File: src/rtl/rsa_modexp_sequencer.sv
// rsa_modexp_sequencer: left-to-right binary square-and-multiply sequencer.
// Computes base^exponent mod modulus by driving one shared external modular
// multiplier through a req/ack handshake; holds the multiplier for the whole run.
module rsa_modexp_sequencer #(
    parameter int unsigned WIDTH     = 128,
    parameter int unsigned EXP_WIDTH = 32
) (
    input  logic                 clk,
    input  logic                 reset,
    input  logic                 start,
    input  logic [WIDTH-1:0]     base,
    input  logic [EXP_WIDTH-1:0] exponent,
    input  logic [WIDTH-1:0]     modulus,
    output logic                 busy,
    output logic                 done,
    output logic                 err,
    output logic [WIDTH-1:0]     result,
    output logic                 mul_req,
    output logic [WIDTH-1:0]     mul_a,
    output logic [WIDTH-1:0]     mul_b,
    output logic [WIDTH-1:0]     mul_n,
    input  logic                 mul_ack,
    input  logic [WIDTH-1:0]     mul_result
);

    localparam int unsigned    IdxW   = (EXP_WIDTH > 1) ? $clog2(EXP_WIDTH) : 1;
    localparam logic [IdxW-1:0] IdxTop = IdxW'(EXP_WIDTH - 1);
    localparam logic [IdxW-1:0] IdxOne = IdxW'(1);

    typedef enum logic [3:0] {
        StIdle,
        StCheck,
        StScan,
        StSq,
        StSqWait,
        StMul,
        StMulWait,
        StFinish,
        StDone
    } state_e;

    state_e                 state_q, state_d;
    logic [WIDTH-1:0]       base_q, base_d;
    logic [EXP_WIDTH-1:0]   exp_q, exp_d;
    logic [WIDTH-1:0]       mod_q, mod_d;
    logic [WIDTH-1:0]       acc_q, acc_d;
    logic [IdxW-1:0]        idx_q, idx_d;
    logic [WIDTH-1:0]       result_q, result_d;
    logic                   err_q, err_d;
    logic                   mul_req_q, mul_req_d;
    logic [WIDTH-1:0]       mul_a_q, mul_a_d;
    logic [WIDTH-1:0]       mul_b_q, mul_b_d;

    logic exp_bit;
    logic ack_ok;

    assign exp_bit = exp_q[idx_q];
    // Acks are only meaningful while our own request is outstanding.
    assign ack_ok  = mul_ack & mul_req_q;

    // State and datapath registers; reset aborts any operation immediately.
    always_ff @(posedge clk or negedge reset) begin
        if (!reset) begin
            state_q   <= StIdle;
            base_q    <= '0;
            exp_q     <= '0;
            mod_q     <= '0;
            acc_q     <= '0;
            idx_q     <= '0;
            result_q  <= '0;
            err_q     <= 1'b0;
            mul_req_q <= 1'b0;
            mul_a_q   <= '0;
            mul_b_q   <= '0;
        end else begin
            state_q   <= state_d;
            base_q    <= base_d;
            exp_q     <= exp_d;
            mod_q     <= mod_d;
            acc_q     <= acc_d;
            idx_q     <= idx_d;
            result_q  <= result_d;
            err_q     <= err_d;
            mul_req_q <= mul_req_d;
            mul_a_q   <= mul_a_d;
            mul_b_q   <= mul_b_d;
        end
    end

    // Next-state logic: exponent scan plus square/multiply request sequencing.
    always_comb begin
        state_d   = state_q;
        base_d    = base_q;
        exp_d     = exp_q;
        mod_d     = mod_q;
        acc_d     = acc_q;
        idx_d     = idx_q;
        result_d  = result_q;
        err_d     = err_q;
        mul_req_d = mul_req_q;
        mul_a_d   = mul_a_q;
        mul_b_d   = mul_b_q;

        unique case (state_q)
            StIdle: begin
                if (start) begin
                    base_d  = base;
                    exp_d   = exponent;
                    mod_d   = modulus;
                    err_d   = 1'b0;
                    state_d = StCheck;
                end
            end
            StCheck: begin
                if ((mod_q == '0) || (base_q >= mod_q)) begin
                    err_d    = 1'b1;
                    result_d = '0;
                    state_d  = StDone;
                end else if (exp_q == '0) begin
                    result_d = (mod_q == WIDTH'(1)) ? '0 : WIDTH'(1);
                    state_d  = StDone;
                end else begin
                    idx_d   = IdxTop;
                    state_d = StScan;
                end
            end
            StScan: begin
                if (exp_bit) begin
                    acc_d = base_q;
                    if (idx_q == '0) begin
                        state_d = StFinish;
                    end else begin
                        idx_d   = idx_q - IdxOne;
                        state_d = StSq;
                    end
                end else if (idx_q == '0) begin
                    // Unreachable for a nonzero exponent; keeps idx from wrapping.
                    state_d = StFinish;
                end else begin
                    idx_d = idx_q - IdxOne;
                end
            end
            StSq: begin
                mul_a_d   = acc_q;
                mul_b_d   = acc_q;
                mul_req_d = 1'b1;
                state_d   = StSqWait;
            end
            StSqWait: begin
                if (ack_ok) begin
                    acc_d     = mul_result;
                    mul_req_d = 1'b0;
                    if (exp_bit) begin
                        state_d = StMul;
                    end else if (idx_q == '0) begin
                        state_d = StFinish;
                    end else begin
                        idx_d   = idx_q - IdxOne;
                        state_d = StSq;
                    end
                end
            end
            StMul: begin
                mul_a_d   = acc_q;
                mul_b_d   = base_q;
                mul_req_d = 1'b1;
                state_d   = StMulWait;
            end
            StMulWait: begin
                if (ack_ok) begin
                    acc_d     = mul_result;
                    mul_req_d = 1'b0;
                    if (idx_q == '0) begin
                        state_d = StFinish;
                    end else begin
                        idx_d   = idx_q - IdxOne;
                        state_d = StSq;
                    end
                end
            end
            StFinish: begin
                result_d = acc_q;
                state_d  = StDone;
            end
            StDone: begin
                state_d = StIdle;
            end
            default: begin
                state_d = StIdle;
            end
        endcase
    end

    assign busy    = (state_q != StIdle) && (state_q != StDone);
    assign done    = (state_q == StDone);
    assign err     = err_q;
    assign result  = result_q;
    assign mul_req = mul_req_q;
    assign mul_a   = mul_a_q;
    assign mul_b   = mul_b_q;
    assign mul_n   = mod_q;

endmodule

File: config.mk
export PLATFORM = sky130hd
export DESIGN_NAME = rsa_modexp_sequencer
export DESIGN_NICKNAME = d
export VERILOG_FILES = /design/src/rtl/rsa_modexp_sequencer.sv
export SDC_FILE = /design/constraint.sdc
export NUM_CORES = 1
export LEC_CHECK = 0
export CORE_AREA = 2 2 368 370
export DETAILED_ROUTE_END_ITERATION = 12
export DIE_AREA = 0 0 370 372
export PLACE_DENSITY = 0.5
export SYNTH_ARGS = -nofsm -noshare
export SYNTH_HDL_FRONTEND = slang
export SYNTH_SLANG_ARGS = --single-unit
File: constraint.sdc
create_clock -name clk -period 8.19 [get_ports clk]
set_input_delay 1.638 -clock clk [delete_from_list [all_inputs] [get_ports clk]]
set_output_delay 1.638 -clock clk [all_outputs]
set_load 0.01 [all_outputs]
* Yosys cells after proc, flatten, opt, wreduce, memory -nomap -nowiden
Cells that the tools add are included.
** Operators by class
- Order comparisons :: 2
- Reduce and logical (&&, ||, !) cells :: 22
- Add/sub/neg operators :: 1
- Eq/ne operators :: 21
- Multiplexer cells :: 32
- Bitwise gates (word level) :: 1
** Operators with widths (count)
- one-hot mux 128 bit (2 select lines) :: 3
- two-way mux 128 bit :: 4
- equality test 128 x 1 -> 1 bit, second input constant :: 1
- >= comparator 128 bit :: 1
- logical NOT 128 bit :: 1
- logical NOT 32 bit :: 1
- two-way mux 4 bit :: 8
- one-hot mux 4 bit (8 select lines) :: 1
- two-way mux 5 bit :: 6
- one-hot mux 5 bit (4 select lines) :: 1
- equality test 4 x 3 -> 1 bit, second input constant :: 4
- != test 2 bit, second input constant :: 8
- nonzero test 2 bit :: 5
- equality test 4 x 2 -> 1 bit, second input constant :: 2
- nonzero test 4 bit :: 2
- < comparator 5 x 6 -> 1 bit, second input constant :: 1
- != test 3 bit, second input constant :: 2
- AND reduction 2 bit :: 3
- AND reduction 3 bit :: 2
- AND reduction 6 bit :: 1
- binary-select mux 1 bit (select 5 bit) :: 1
- logical NOT 5 bit :: 1
- two-way mux 1 bit :: 5
- subtractor 5 x 1 -> 5 bit, second input constant :: 1
- other kinds (12) :: 14
** Word-level totals
- Input port bits :: 420
- Output and inout port bits :: 516
- Bits in registers :: 811
- Word-level logic and storage cells :: 90

* Longest topological paths before layout
- Depth after elaboration :: 5
- Gate-level depth with buffers :: 13
- Mapped depth without buffers :: 10

* Worst setup path after synthesis
No wires, ideal clock.
- Path kind :: input to register
- Start :: in start
- End :: reg mod_q[41] (netlist: mul_n[41])
- Stages on the path :: 5
- Required time :: 8065 ps
- Path slack :: 5054 ps
- Setup time :: 125 ps
- Buffers on the path :: 3
- Data arrival time :: 3012 ps
- Cell sequence :: nand3_1 clkbuf_1 clkbuf_1 buf_1 mux2_2
** Between the ends
- Word-level cells in the longest chain between the ends :: 1
** Ends and longest elaborated chain
- start, declared :: line 10 : input logic start,
- AND reduction 2 bit (no line)
- end signal, assigned :: line 79 : mod_q <= mod_d;
- end, declared :: line 45 : logic [WIDTH-1:0] mod_q, mod_d;
Every way passes these cells.
A chain may end at the register's enable or synchronous reset.

* Final worst setup path
- Start :: reg mod_q[81] (netlist: mul_n[81])
- End :: reg result_q[74] (netlist: result[74])
** Between the ends
- Word-level cells in the longest chain between the ends :: 4
- Elaborated cells on any way between the ends :: 7
- Those cells by class :: order compare: 1; eq/ne: 1; mux: 2; reduce/logical: 3
** Ends and longest elaborated chain
- >= comparator 128 bit / logical NOT 128 bit (equally long branches) :: line 115 : if ((mod_q == '0) || (base_q >= mod_q)) begin
- logical OR 1 bit (*) :: line 115
- two-way mux 128 bit / != test 3 bit (equally long branches)
- one-hot mux 128 bit (2 select lines) / AND reduction 2 bit (equally long branches)
- end signal, assigned :: line 82 : result_q <= result_d;
- end, declared :: line 48 : logic [WIDTH-1:0] result_q, result_d;
Mark *: on every way between the ends. The rest lies on a longest branch, timed or not.

==> out/qor.csv <==
metric;value;unit
height of the die;372;um
Top delay family on crit path;simple AND/OR/NAND/NOR gates;
area of the multi-input gates;15200;sq um
share of flip-flops with an asynchronous set or reset;1.00;
die area;138000;sq um
# Max-Cap Violations;0;
post-synthesis cell type with the largest combined area;dfrtp_1;
critical path data arrival time;5.31;ns
Max rail drop VDD;0.294;mV
Port Buffers;935;
most common flop cell mapped by yosys;dfrtp_1;
via count of the first global-routing pass;28600;
post-synthesis area per instance;11.5;sq um
stage delay of the slowest cell on the critical path;0.87;ns
Worst Path Class, Setup;flop to flop;
Synth-to-Final Area Change;40.5;%
routed vias/inst;4.73;
area inside the core boundary;134000;sq um
clock buffers created by TritonCTS;99;
Sum Neg Setup Slack;0;ns
Hold-fix buffers, CTS;0;
run status;finished clean;
later-pin clock latency in the skew report;0.72;ns
Avg WL per Cell;27.1;um
number of setup buffers added after CTS;0;
Pwr Density;434;nW/um^2
largest cells by area after synthesis;dfrtp_1 55%, mux2_2 13%, mux2i_1 7.0%, nand2_1 5.7%, o21ai_0 5.0%;
count of clock tree sinks;811;
final hold violations;0;
Net Count, Synth;3734;
cell with the most instances after synthesis;dfrtp_1;
Bufs and invs on worst path;2;
Via Count;28200;
number of placement rows;135;
Fin Clk Skew;0.0419;ns
post-place instance area;48000;sq um
worst-path cell with the longest stage delay;nor4_1;
Inst Count DP;5762;
Gate Count Post-Synth;3184;
final-report max-slew violation count;0;
largest fanout of any net on the critical path;74;
core utilization of the finished layout;0.384;
combined flip-flop and latch cell area;20300;sq um
filler instances;13200;
number of library cell types mapped by synthesis;55;
remaining routing DRC violations;0;
global route total overflow;0;
endpoint class of the critical path;flop;
sum of internal, switching and leakage power;22400;uW
number of DRC markers after the initial detailed-route iteration;1866;
Setup violations, final;0;
number of enable flip-flop cells after synthesis;0;
total half-perimeter wirelength after legalization and detailed placement;119;mm
first-pass GRT wire length;224;mm
clock transition at the registers of the reported paths;0.06;ns
worst slew slack as a fraction of its limit;0.217;
routed wire length;161;mm
post-route standard cell area excluding fillers;51500;sq um
Static Leak;0.0219;uW
count of TritonRoute iterations in the first routing pass;5;
top-area cell type share of the netlist area;0.554;
CTS tree;done;
worst hold path class;flop to flop;
Synthesis Warnings;0;
final worst path period share;0.583;
layout cell share with drive strength beyond 1;0.167;
highest clock frequency the design can meet;0.209;GHz
effective utilization at floorplan;0.273;
register area share after synthesis;0.554;
horizontal extent of the die;370;um
post-synthesis sequential element count;811;
total number of nets in the final design;4632;
pin count of the biggest net entering global routing;180;
cell-by-cell trace of the critical path;inv_1 -> ha_1 -> nand4_1 -> nor4_1 -> nand4_1 -> a311oi_1 -> a2111o_1 -> nor3_1 -> a21oi_4 -> buf_4 -> o21ai_0;
non-filler cells, final;5954;
combined global-route utilization of all metal layers;0.229;
count of pins on the block boundary;936;
critical path startpoint category;flop;
post-route ant nets;0;
number of buffers on the longest clock path;3;
Final min period;4.77;ns
most frequent CP cell;nand4_1;
Post-Synthesis Cell Area;36700;sq um
global placer's final weighted congestion;0.859;
number of cells upsized or downsized after cts;0;
H-tree Lvls;3;
Critical Path RT;8.72;ns
setup repair after global routing missed its margin;no;
number of antenna violations at the first check in global routing;28;
Slew @ Worst Pin;1.16;ns
root buffer selected by CTS;clkbuf_16;
most instantiated cells after synthesis;811 x dfrtp_1, 554 x nand2_1, 419 x mux2_2;
## flip-flops by register name, indices dropped and copies added (netlist names)
name,flops
acc_q,128
mul_a,128
idx_q,5
err,1
base_q,128
mul_req,1
result,128
mul_b,128
mul_n,128
exp_q,32
state_q,4
## metal layers
metal  track usage  part of all wire  wire length [um]
met4        0.0874             0.037              6000
met3        0.0598             0.067             10800
met1         0.294              0.43             68900
met5             0           0.00087               140
met2         0.367              0.47             75400
## logic make-up after synthesis
group           count (synthesis)  share of synthesized area
xor+xnor                        1                   0.000239
compound gates                522                     0.0801
flops                         811                      0.554
buf+inv                       313                     0.0342
simple gates                  721                     0.0830
fa+ha+maj                     130                     0.0444
mux                           686                      0.205
## stage by stage
stage	hold slack [ns]	setup WS [ns]
2_1_floorplan	0.478	5.05
3_3_place_gp	0.463	3.41
3_5_place_dp	0.470	3.26
4_1_cts	0.483	3.27
5_1_grt	0.500	3.19
6_report	0.476	3.42
## report_power, final
| part | switching, uW | leakage, uW | total [uW] | internal [uW] |
|---|---|---|---|---|
| Combinational | 5100 | 0.0101 | 9820 | 4730 |
| Clock | 1900 | 0.00172 | 4730 | 2830 |
| Sequential | 2030 | 0.0101 | 7830 | 5800 |
## cell type report
type	instances	share of cell area
Sequential cell	811	0.394
Multi-Input combinational cell	2060	0.295
Timing Repair Buffer	975	0.190
Clock buffer	139	0.0565
Tap cell	1781	0.0432
Clock inverter	41	0.0110
Inverter	135	0.00983
Antenna cell	12	0.000583
## worst paths after layout
path,startpoint,end,slack [ns],cells after the start
min in group asynchronous,reset,result[92],0.95,1
worst min-delay path,mul_b[88],mul_b[88],0.48,2
worst min register to register,mul_b[88],mul_b[88],0.48,2
worst max register to register,mul_n[81],result[74],3.42,11
worst max-delay path,mul_n[81],result[74],3.42,11
max in group asynchronous,reset,mul_a[13],5.41,3
## tightest hold or removal path: stages, from the launching register on
cell,delay [ns]
dfrtp_1,0.34
nand2_1,0.05
o21ai_0,0.06
## cell usage in the layout, fill, tap and decap left out, types with 3 or more instances in the layout
master and count:
buf_12 10, nor4_2 4, buf_4 30, o211ai_1 7
clkinv_2 19, a21o_1 9, a211oi_1 3, nor3_1 14
inv_6 4, o21ai_0 369, clkbuf_1 13, nor2_4 3
a21oi_1 58, or2_2 3, nor2_1 21, clkbuf_8 26
mux4_2 9, nand3_1 11, nor2b_1 3, bufinv_16 11
mux2i_1 258, o21ai_2 41, mux2_2 419, inv_1 135
nor4_1 42, nand4_1 42, nand2b_1 9, diode_2 12
a311oi_1 3, a221oi_1 7, or3_1 4, ha_1 130
dfrtp_1 811, clkinvlp_4 3, clkdlybuf4s50_1 934, a31oi_1 6
nand2_1 553, clkbuf_16 100
No activity file was read; power rests on OpenSTA's default activity.
